===== src/rtl/register_file_sync.sv =====
// register_file_sync: MIPS general-purpose register file.
//   Two combinational read ports and one synchronous write port.
//   After reset, a clear sequencer sweeps every entry to zero, one entry
//   per clock, before writes are accepted. The array carries no per-bit
//   reset, so it can map onto FPGA distributed RAM.
//
// Ports:
//   clk        : system clock, rising edge
//   reset      : synchronous, active-high
//   reg_write  : write enable (ignored while clearing)
//   write_reg  : destination index (register-destination mux output)
//   write_data : writeback data
//   read_reg1  : source index, port 1 (rs)
//   read_reg2  : source index, port 2 (rt)
//   read_data1 : contents of read_reg1 (0 while clearing or for r0)
//   read_data2 : contents of read_reg2 (0 while clearing or for r0)
//   ready      : registered; high once the sweep is done
//
// Optional feature (macro REGFILE_WRITE_BYPASS_EN):
//   When defined, a read of the register being written in the same RUN
//   cycle returns write_data combinationally (write-before-read).
//   When undefined, reads return array contents only.
module register_file_sync #(
  parameter int DATA_WIDTH = 32,
  parameter int ADDR_WIDTH = 5
) (
  input  logic                  clk,
  input  logic                  reset,
  input  logic                  reg_write,
  input  logic [ADDR_WIDTH-1:0] write_reg,
  input  logic [DATA_WIDTH-1:0] write_data,
  input  logic [ADDR_WIDTH-1:0] read_reg1,
  input  logic [ADDR_WIDTH-1:0] read_reg2,
  output logic [DATA_WIDTH-1:0] read_data1,
  output logic [DATA_WIDTH-1:0] read_data2,
  output logic                  ready
);

  typedef enum logic {
    CLEAR = 1'b0,
    RUN   = 1'b1
  } state_t;

  localparam int DEPTH = 1 << ADDR_WIDTH;

  state_t                r_state;
  logic [ADDR_WIDTH-1:0] r_clr_cnt;
  logic                  r_ready;
  logic [DATA_WIDTH-1:0] r_regs [0:DEPTH-1];

  logic                  w_we;
  logic [ADDR_WIDTH-1:0] w_waddr;
  logic [DATA_WIDTH-1:0] w_wdata;
  logic                  w_run_wr;

  // Control: state, sweep counter and ready flag.
  always_ff @(posedge clk) begin
    if (reset) begin
      r_state   <= CLEAR;
      r_clr_cnt <= '0;
      r_ready   <= 1'b0;
    end else if (r_state == CLEAR) begin
      r_clr_cnt <= r_clr_cnt + 1'b1;
      if (r_clr_cnt == '1) begin
        r_state <= RUN;
        r_ready <= 1'b1;
      end
    end
  end

  // A valid architectural write in RUN (r0 writes are dropped).
  assign w_run_wr = (r_state == RUN) && reg_write && (write_reg != '0);

  // Single write port shared by the sweep and the writeback path, so the
  // array keeps one write address/data pair and stays RAM-mappable.
  always_comb begin
    w_we    = 1'b0;
    w_waddr = '0;
    w_wdata = '0;
    if (!reset) begin
      if (r_state == CLEAR) begin
        w_we    = 1'b1;
        w_waddr = r_clr_cnt;
        w_wdata = '0;
      end else if (w_run_wr) begin
        w_we    = 1'b1;
        w_waddr = write_reg;
        w_wdata = write_data;
      end
    end
  end

  always_ff @(posedge clk) begin
    if (w_we) begin
      r_regs[w_waddr] <= w_wdata;
    end
  end

  // Combinational reads; zero while clearing and for r0 in every state.
  always_comb begin
    read_data1 = '0;
    read_data2 = '0;
    if (r_state == RUN) begin
      if (read_reg1 != '0) begin
        read_data1 = r_regs[read_reg1];
      end
      if (read_reg2 != '0) begin
        read_data2 = r_regs[read_reg2];
      end
`ifdef REGFILE_WRITE_BYPASS_EN
      if (w_run_wr && (read_reg1 == write_reg)) begin
        read_data1 = write_data;
      end
      if (w_run_wr && (read_reg2 == write_reg)) begin
        read_data2 = write_data;
      end
`endif
    end
  end

  assign ready = r_ready;

endmodule


===== config.mk =====
export PLATFORM = sky130hd
export DESIGN_NAME = register_file_sync
export DESIGN_NICKNAME = d
export VERILOG_FILES = /design/src/rtl/register_file_sync.sv
export SDC_FILE = /design/constraint.sdc
export NUM_CORES = 1
export LEC_CHECK = 0
export CORE_MARGIN = 2
export CORE_UTILIZATION = 60
export DETAILED_ROUTE_END_ITERATION = 12
export PLACE_DENSITY_LB_ADDON = 0.1
export REMOVE_ABC_BUFFERS = 1
export SLEW_MARGIN = 20
export SYNTH_ARGS = -nofsm -noshare
export SYNTH_HDL_FRONTEND = slang
export SYNTH_SLANG_ARGS = --single-unit

===== constraint.sdc =====
create_clock -name clk -period 5.47 [get_ports clk]
set_input_delay 1.3675 -clock clk [delete_from_list [all_inputs] [get_ports clk]]
set_output_delay 1.3675 -clock clk [all_outputs]
set_load 0.03 [all_outputs]

==> Yosys cells after proc, flatten, opt, wreduce, memory -nomap -nowiden <==
Memory sizes are Yosys's and may differ from the RTL's.
Cells that the tools add are included.
W data, S select, Z words.
{ "totals": {"latchBits": 0, "out_inout_bits": 65, "inputBits": 50, "elab_cells": 30, "mem_count": 1, "register_bits": 7, "ramBits": 1024, "rom_bits": 0} }
{ "classes": {"eq_ne": 1, "add_sub_neg": 1, "mux": 17, "bitwise": 1, "n_shift": 0, "div": 0, "n_reduce_logical": 6, "order_cmp": 0, "multipliers": 0} }
{ "memory_table": {"columns": ["memory", "words", "word_bits", "rd", "rd_clocked_by_memory_dff", "write_ports", "line", "text"], "rows": [
  ["r_regs", 32, 32, 2, 0, 1, "49", "logic [DATA_WIDTH-1:0] r_regs [0:DEPTH-1];"]
]} }
{ "op_table": {"columns": ["operator", "n"], "rows": [
  ["$mux W32", 7],
  ["$mux W5", 3],
  ["$reduce_bool A5 Y1", 3],
  ["$mux W1", 7],
  ["$add A5 B1 Y5 const B", 1],
  ["$eq A5 B5 Y1 const B", 1],
  ["$logic_and A1 B1 Y1", 2],
  ["$reduce_and A2 Y1", 1],
  ["$not A1 Y1", 1]
]} }

==> Depth between registers and ports, before layout <==
Gate-level depths: netlist of the first run.
{ "depth": {"depth_word": 7, "ltp_mapped": 9, "mapped_depth_nobuf": 5} }

==> Worst setup path after synthesis of the first run <==
Ideal clock, no wire load.
{ "synth_timing": {"path_type": "in2reg", "startpoint": "input port write_reg[4]", "endpoint": "memory r_regs[12][0] (enable)", "t_required_ns": 5.009, "path_slack_ns": 0.549, "stages": 6, "n_path_buf": 1, "arrival_ns": 4.460, "setup_ns": 0.461, "cell_sequence": "or4_1 -> o21ai_0 -> or3_1 -> a21o_2 -> buf_4 -> nor3_1"} }
{ "synth_between": {"elab_chain_len": 7, "word_cells_on_any_way": 10, "classes_between": "mux (8); reduce/logical (2)"} }
{ "synth_lines": {"columns": ["element", "line", "text"], "rows": [
  ["start, declared", "30", "input logic [ADDR_WIDTH-1:0] write_reg,"],
  ["$reduce_bool A5 Y1", "72", "assign w_run_wr = (r_state == RUN) && reg_write && (write_reg != '0);"],
  ["$logic_and A1 B1 Y1", "72", null],
  ["$mux W1", "85", "end else if (w_run_wr) begin"],
  ["$mux W1", "81", "if (r_state == CLEAR) begin"],
  ["$mux W1", "80", "if (!reset) begin"],
  ["$mux W1", "94", "if (w_we) begin"],
  ["$mux W1 (not written as such)", "95", "r_regs[w_waddr] <= w_wdata;"],
  ["end, declared", "49", null]
]} }
Parallel ways exist; a longest one is shown, timed or not.

==> Worst setup path in the final report of the first run <==
{ "layout_timing": {"startpoint": "input port read_reg2[2]", "endpoint": "output port read_data2[2]"} }
{ "layout_between": {"elab_chain_len": 3, "word_cells_on_any_way": 4, "classes_between": "mux (2); reduce/logical (1); memory (1)"} }
{ "layout_lines": {"columns": ["element", "line", "text"], "rows": [
  ["start, declared", "33", "input logic [ADDR_WIDTH-1:0] read_reg2,"],
  ["$mem_v2 Z32 W32 / $reduce_bool A5 Y1 (equally long branches)", null, null],
  ["$mux W32 (*)", "107", "if (read_reg2 != '0) begin"],
  ["$mux W32 (*)", "103", "if (r_state == RUN) begin"],
  ["end, declared", "35", "output logic [DATA_WIDTH-1:0] read_data2,"]
]} }
Every way passes the cells marked *; elsewhere a longest branch is shown, timed or not.

==> results of run 1 <==
[worst max-delay path, stage by stage]
cell	delay (ns)
sky130_fd_sc_hd__clkdlybuf4s50_1	0.72
sky130_fd_sc_hd__nand3b_1	0.39
sky130_fd_sc_hd__buf_12	0.30
sky130_fd_sc_hd__o22ai_1	0.10
sky130_fd_sc_hd__o21ai_0	0.57
sky130_fd_sc_hd__buf_4	0.22
sky130_fd_sc_hd__nand4_1	0.17
sky130_fd_sc_hd__buf_12	0.20
[per-stage QoR]
stage / hold WS [ns] / utilization / instance area [µm²]
after global placement: 0.463 / 0.657 / 51700
after floorplan: 0.477 / - / 46400
after CTS: 0.498 / 0.701 / 55200
final: 0.497 / 0.701 / 55200
after detailed placement: 0.471 / 0.657 / 51700
after global routing: 0.541 / 0.701 / 55200
[registers in the layout, summed over array words and instances (netlist names)]
| name | cells |
|---|---|
| r_regs | 1024 |
| r_state | 1 |
| ready | 1 |
| r_clr_cnt | 5 |
[cell usage after synthesis (all sizes together), types with 2 or more instances]
cell    number
or3          3
a21oi        5
o31ai        3
nand2b       5
clkbuf      83
o21ai       64
or2          5
and2        35
a221oi      32
mux2i      479
dfxtp        7
nand3       17
ha           2
nand4       62
nor2        41
buf        135
a21o         3
nor3        19
a22oi      186
o22ai      189
inv          4
mux4       256
nand3b       2
nand2       91
mux2         3
edfxtp    1024
nor2b        7
o211ai       3
a32oi        3
[per-layer routing]
metal / global-route usage / up-vias / wire, µm / part of all wire
li1: - / 12070 / - / -
met5: 0 / - / 0 / 0
met1: 0.476 / 15546 / 51700 / 0.36
met4: 0.188 / 0 / 8430 / 0.058
met3: 0.0664 / 458 / 15900 / 0.11
met2: 0.567 / 2211 / 69100 / 0.48
[placed cells by master, fill, tap and decap left out, types with 46 or more instances in the layout]
cell type	count
sky130_fd_sc_hd__edfxtp_1	1024
sky130_fd_sc_hd__mux2i_1	479
sky130_fd_sc_hd__mux4_2	238
sky130_fd_sc_hd__o22ai_1	189
sky130_fd_sc_hd__a22oi_1	186
sky130_fd_sc_hd__buf_4	126
sky130_fd_sc_hd__buf_12	111
sky130_fd_sc_hd__clkbuf_16	109
sky130_fd_sc_hd__nand2_1	85
sky130_fd_sc_hd__nand4_1	62
sky130_fd_sc_hd__o21ai_0	53
sky130_fd_sc_hd__clkdlybuf4s50_1	46
[layout make-up]
cell class              instances  share of cell area
repair buffers                290              0.0676
inverters                       4            0.000272
flip-flops and latches       1031               0.559
multi-input cells            1524               0.287
clock buffers                 129              0.0513
clock inverters                59              0.0109
well taps                    1050              0.0238
[cells by family after synthesis]
group	count (synthesis)	synth area share
muxes	738	0.224
AOI/OAI and AO/OA	490	0.0698
and+or+nand+nor	292	0.0309
xor gates and xnor gates	2	0.000369
DFF	1031	0.650
adders and majority gates	2	0.000526
buffers and inverters	222	0.0243
[power by group through the flow]
stage,clock [mW],combinational (mW),sequential [mW]
CTS,7.26,0.884,8.62
detailed placement,0,0.881,8.79
global route,7.58,0.925,8.62
finish,7.24,0.895,8.62
floorplan,0,0.387,8.78
global placement,0,0.869,8.78
[final timing paths]
kind | startpoint | to | slack (ns)
hold reg to reg | ready | ready | 0.50
setup / recovery | read_reg2[2] | read_data2[2] | 0.03
setup reg to reg | r_state | r_regs[6][20] | 1.73
hold / removal | ready | ready | 0.50
==> results.md, run 1 <==
- Post-synthesis instance area: 0.0475 mm²
- MaxCap Viol Count: 0
- Initial detailed-routing violation count: 4,610
- Detailed-route wire length: 145,000 µm
- Top flip-flop cell by instance count after synthesis: sky130_fd_sc_hd__edfxtp_1
- Net Sw Power: 3.54 mW
- Synth Instances: 2,777
- Antenna cell count: 0
- Final Hold Vio Count: 0
- Clk Tree Root Cell: sky130_fd_sc_hd__clkbuf_16
- Pwr/cell area: 303 mW/mm²
- Worst-path maximum fanout: 29
- Chip height: 285 µm
- Internal cell power: 13.2 mW
- Post-cts gate resize count: 0
- Yosys Warn Count: 0
- Worst slew margin relative to its limit: 0.227
- Bufs on Longest Clock Path: 3
- Max IR drop VDD: 0.254 mV
- Avg Inst Size Synth: 17.1 µm²
- TritonCTS clock tree: yes
- Gate power share: 0.053
- Portion of synthesized cell area occupied by the leading cell type: 0.647
- Number of cell instances on the worst register-to-register path: 7
- Post-route minimum period: 5.44 ns
- Via count: 30.3k
- Via-to-Cell Ratio: 7.41
- Setup slack of the critical path after layout: 0.0333 ns
- Data arrival time of the critical path: 4.07 ns
- Status: finished, final reports clean
- Kind of end point of the critical path: output pin
- Synth Register Bits: 1,031
- Sequential group share of total power: 0.515
- Biggest area consumer among synthesized cells: sky130_fd_sc_hd__edfxtp_1
- Hold Path Stages: 2
- Path type of the worst setup path: input pin to output pin
- Effective utilization at floorplan: 0.604
- Main area contributors after synthesis: sky130_fd_sc_hd__edfxtp_1 65%, sky130_fd_sc_hd__mux4_2 11%, sky130_fd_sc_hd__mux2i_1 10%
- Global-route usage over all layers: 0.357
- Number of buffers created by CTS: 105
- Pre-antenna DRT Iters: 8
- Data required time of the critical path: 4.10 ns
- Row Count: 103
- Sequential-to-total area share from yosys stat: 0.650
- Total power of the final layout: 16.8 mW
- Fill cell instance count of the final layout: 4,964
- Least-Margin Pin Slew: 1.15 ns
- Boundary Pins: 115
- Setup TNS Final: 0 ns
- Count of flip-flops with a built-in enable after synthesis: 1,024
- DP HPWL: 85,000 µm
- Remaining antenna violation count: 0
- Final routed DRC violation total: 0
- Number of H-tree levels: 3
- GRT overflow: 0
- NumNets Final: 3,008
- Fmax: 184 MHz
- Power share of the clock group: 0.432
- Number of cells in the design after placement: 3,896
- Pin count of the biggest net entering global routing: 53
- Total leakage power: 19.9 nW
- Kind of start point of the critical path: input pin
- Synth async-reset ratio: 0
- Horizontal extent of the die: 285 µm
- Growth of design area from synthesis to finish: 16.1%
- Proportion of layout cells with a drive suffix above 1: 0.233
- Clock Skews: 0.0215 ns
- Final cycle utilization of the critical path: 0.994
- Footprint of the flip-flops and latches: 0.0309 mm²
- Wire length of the first global-routing pass: 208,000 µm
- Worst-Skew Late Latency: 0.68 ns
- GP Congestion: 0.850
- Worst min-delay path category: flip-flop to flip-flop
- Max-slew violation total from the final report: 0
- Number of global-route vias before repair: 30.5k
- Cell variety after synth: 46
- Area of the die: 0.0815 mm²
- Switching fraction of total power: 0.211
- Number of buffers inserted by port buffering: 114
- Count of placed standard cells in the final layout, fillers left out: 4,087
- Multi-input logic area: 0.0158 mm²
- Final setup violation count: 0
- Number of buffers inserted by post-CTS setup repair: 0
- Count of hold-fix buffers inserted at cts: 0
- Antenna violations before repair: 0
- Unrepaired setup endpoints after global routing: no
- Setup slack after placement: 0.150 ns
- Placeable core region: 0.0787 mm²
- Post-detailed-route wirelength per cell: 35.5 µm
- Number of sinks on the clock net: 1,031
- Clock transition at the registers of the reported paths: 0.06 ns
Power figures use the tool's default switching activity.
==> inputs of run 2 (changes only) <==
--- a/config.mk
+++ b/config.mk
@@ -7,6 +7,7 @@
 export LEC_CHECK = 0
 export CORE_MARGIN = 2
 export CORE_UTILIZATION = 60
+export CTS_BUF_LIST = sky130_fd_sc_hd__clkbuf_8
 export DETAILED_ROUTE_END_ITERATION = 12
 export PLACE_DENSITY_LB_ADDON = 0.1
 export REMOVE_ABC_BUFFERS = 1
==> constraint.sdc (replaced) <==
create_clock -name clk -period 5.65 [get_ports clk]
set_input_delay 1.4125 -clock clk [delete_from_list [all_inputs] [get_ports clk]]
set_output_delay 1.4125 -clock clk [all_outputs]
set_load 0.03 [all_outputs]
==> results.md, run 2 (same netlist as run 1, synthesis figures left out) <==
- Status: finished, final reports clean
- Number of buffers inserted by post-CTS setup repair: 0 (unchanged)
- Initial detailed-routing violation count: 4,585 (-0.54%)
- Global-route usage over all layers: 0.358 (+0.000712)
- Total length of routed met3 wires: 17,400 µm (+9.4%)
- Area of the die: 0.0815 mm² (unchanged)
- Met2 layer wire length in the routed design: 68,200 µm (-1.4%)
- Internal cell power: 11.6 mW (-12%)
- Start point of the critical path: read_reg2[3]
- Chain of cells forming the critical path: clkdlybuf4s50_1, buf_4, nor2_1, nand2_2, buf_12, o22ai_1, o21ai_0, nand4_1, buf_12
- Gate power share: 0.057 (+0.004)
- Post-cts gate resize count: 0 (unchanged)
- Remaining antenna violation count: 0 (unchanged)
- Most frequent standard cell in the layout excluding fill and tap cells: sky130_fd_sc_hd__edfxtp_1
- GP Congestion: 0.898 (+5.7%)
- Kind of end point of the critical path: output pin
- Proportion of layout cells with a drive suffix above 1: 0.238 (+0.00437)
- Most frequent cells in the layout: 1,024 x sky130_fd_sc_hd__edfxtp_1, 479 x sky130_fd_sc_hd__mux2i_1, 238 x sky130_fd_sc_hd__mux4_2
- Detailed-route wire length: 145,000 µm (+0.17%)
- Final Hold Vio Count: 0 (unchanged)
- Most frequent cell on the critical path: sky130_fd_sc_hd__buf_12
- Growth of design area from synthesis to finish: 14.8%
- Clk Tree Root Cell: sky130_fd_sc_hd__clkbuf_8
- Final setup violation count: 0 (unchanged)
- Final routed DRC violation total: 0 (unchanged)
- Setup slack on the worst flop-to-flop path: 2.19 ns (+0.46 ns)
- CP max-delay cell: sky130_fd_sc_hd__clkdlybuf4s50_1
- Effective utilization at floorplan: 0.604 (unchanged)
- NumNets Final: 3,060 (+1.7%)
- Number of global-route vias before repair: 30.6k (+0.40%)
- Final cycle utilization of the critical path: 0.977
- Data arrival time of the critical path: 4.11 ns (+0.04 ns)
- Worst-path maximum fanout: 32 (+10%)
- TritonCTS clock tree: yes
- Chip height: 285 µm (unchanged)
- Unrepaired setup endpoints after global routing: no
- Flip-flop count of the largest register after layout: 1,024 (unchanged)
- Total leakage power: 19.9 nW (-0.29%)
- Via count: 30.5k (+0.81%)
- Data required time of the critical path: 4.24 ns (+0.14 ns)
- Least-Margin Pin Slew: 1.18 ns (+0.0217 ns)
- Number of buffers inserted by port buffering: 114 (unchanged)
- Post-detailed-route wirelength per cell: 34.7 µm (-2.3%)
- Worst reg2reg path startpoint: r_state
- Maximum cell stage delay along the critical path: 0.81 ns (+0.09 ns)
- Pre-antenna DRT Iters: 6 (-2)
- Leading registers by flop count: r_regs (1024), r_clr_cnt (5)
- Max IR drop VDD: 0.220 mV (-13%)
- Worst-Skew Late Latency: 0.82 ns (+0.14 ns)
- Crit path to: read_data2[20]
- Switching fraction of total power: 0.232 (+0.0205)
- Number of sinks on the clock net: 1,031 (unchanged)
- Fin Hold WS: 0.490 ns (-0.00688 ns)
- DP HPWL: 85,800 µm (+0.89%)
- Antenna violations before repair: 3 (+3)
- Net Sw Power: 3.49 mW (-1.4%)
- Via-to-Cell Ratio: 7.28 (-1.7%)
- Top routing layer in use: met5
- Kind of start point of the critical path: input pin
- Setup TNS Final: 0 ns (unchanged)
- Sequential group share of total power: 0.555 (+0.040)
- Number of buffers created by CTS: 166 (+58%)
- Fill cell instance count of the final layout: 5,163 (+4.0%)
- Post-Route M1 WL: 53,000 µm (+2.4%)
- Reg2reg end: r_regs[3][22]
- Pin count of the biggest net entering global routing: 54 (+1.9%)
- Clock Skews: 0.0305 ns (+0.00901 ns)
- Max-slew violation total from the final report: 0 (unchanged)
- Number of cell instances on the worst register-to-register path: 6 (-1)
- Post-route minimum period: 5.52 ns
- Path type of the worst setup path: input pin to output pin
- Number of H-tree levels: 4 (+1)
- Boundary Pins: 115 (unchanged)
- Wire length of the first global-routing pass: 208,000 µm (-0.17%)
- Worst min-delay path category: flip-flop to flip-flop
- Row Count: 103 (unchanged)
- GRT overflow: 0 (unchanged)
- Fmax: 181 MHz
- Power share of the clock group: 0.388 (-0.044)
- Biggest register: r_regs
- Pwr/cell area: 276 mW/mm² (-9.1%)
- MaxCap Viol Count: 0 (unchanged)
- Worst slew margin relative to its limit: 0.216 (-0.0103)
- Count of hold-fix buffers inserted at cts: 0 (unchanged)
- Bufs on Longest Clock Path: 3 (unchanged)
- Placeable core region: 0.0787 mm² (unchanged)
- Clock transition at the registers of the reported paths: 0.06 ns (about the same)
- Horizontal extent of the die: 285 µm (unchanged)
-- run 2: power by group through the flow --
stage	Clock, mW	Combinational, mW	Sequential [mW]
global route	6.21	0.884	8.35
finish	5.85	0.857	8.35
CTS	5.89	0.843	8.35
global placement	0	0.832	8.50
floorplan	0	0.375	8.50
detailed placement	0	0.841	8.51
-- run 2: how the worst min path moves through the flow --
stage	from	to	slack [ns]	depth (start not counted)
finish	ready	ready	0.49	2
global route	ready	ready	0.51	2
CTS	ready	ready	0.50	2
detailed placement	ready	ready	0.48	2
global placement	ready	ready	0.46	2
floorplan	r_clr_cnt[0]	r_clr_cnt[0]	0.48	2
-- run 2: area by class of cell --
| type | instances | area (µm²) | share of cell area |
|---|---|---|---|
| Sequential cell | 1031 | 30900 | 0.566 |
| Multi-Input combinational cell | 1524 | 15800 | 0.290 |
| Timing Repair Buffer | 281 | 3570 | 0.0654 |
| Clock buffer | 167 | 2300 | 0.0421 |
| Tap cell | 1050 | 1310 | 0.0241 |
| Clock inverter | 134 | 659 | 0.0121 |
| Inverter | 4 | 15.0 | 0.000275 |
| Antenna cell | 1 | 2.50 | 0.0000459 |
-- run 2: per-stage QoR --
| stage | cell area, µm² | power, mW | utilization | std cells | setup slack [ns] |
|---|---|---|---|---|---|
| 2_1_floorplan | 46400 | 8.88 | - | 2559 | 0.204 |
| 3_5_place_dp | 51600 | 9.35 | 0.655 | 3888 | 0.222 |
| 4_1_cts | 54500 | 15.1 | 0.693 | 4189 | 0.211 |
| 5_1_grt | 54600 | 15.4 | 0.693 | 4192 | 0.109 |
| 6_report | 54600 | 15.1 | 0.693 | 4192 | 0.132 |
| 3_3_place_gp | 51600 | 9.33 | 0.655 | 3888 | 0.254 |
-- run 2: metal layers --
layer / GRT usage / up-vias
met2: 0.559 / 2256
met4: 0.163 / 2
met1: 0.481 / 15606
li1: - / 12207
met5: 0 / -
met3: 0.0885 / 460
-- run 2: worst max-delay path: cells and delay by family --
family | cells | cell delay [ns]
buf+inv | 4 | 1.52
compound gates | 2 | 0.58
simple gates | 3 | 0.51
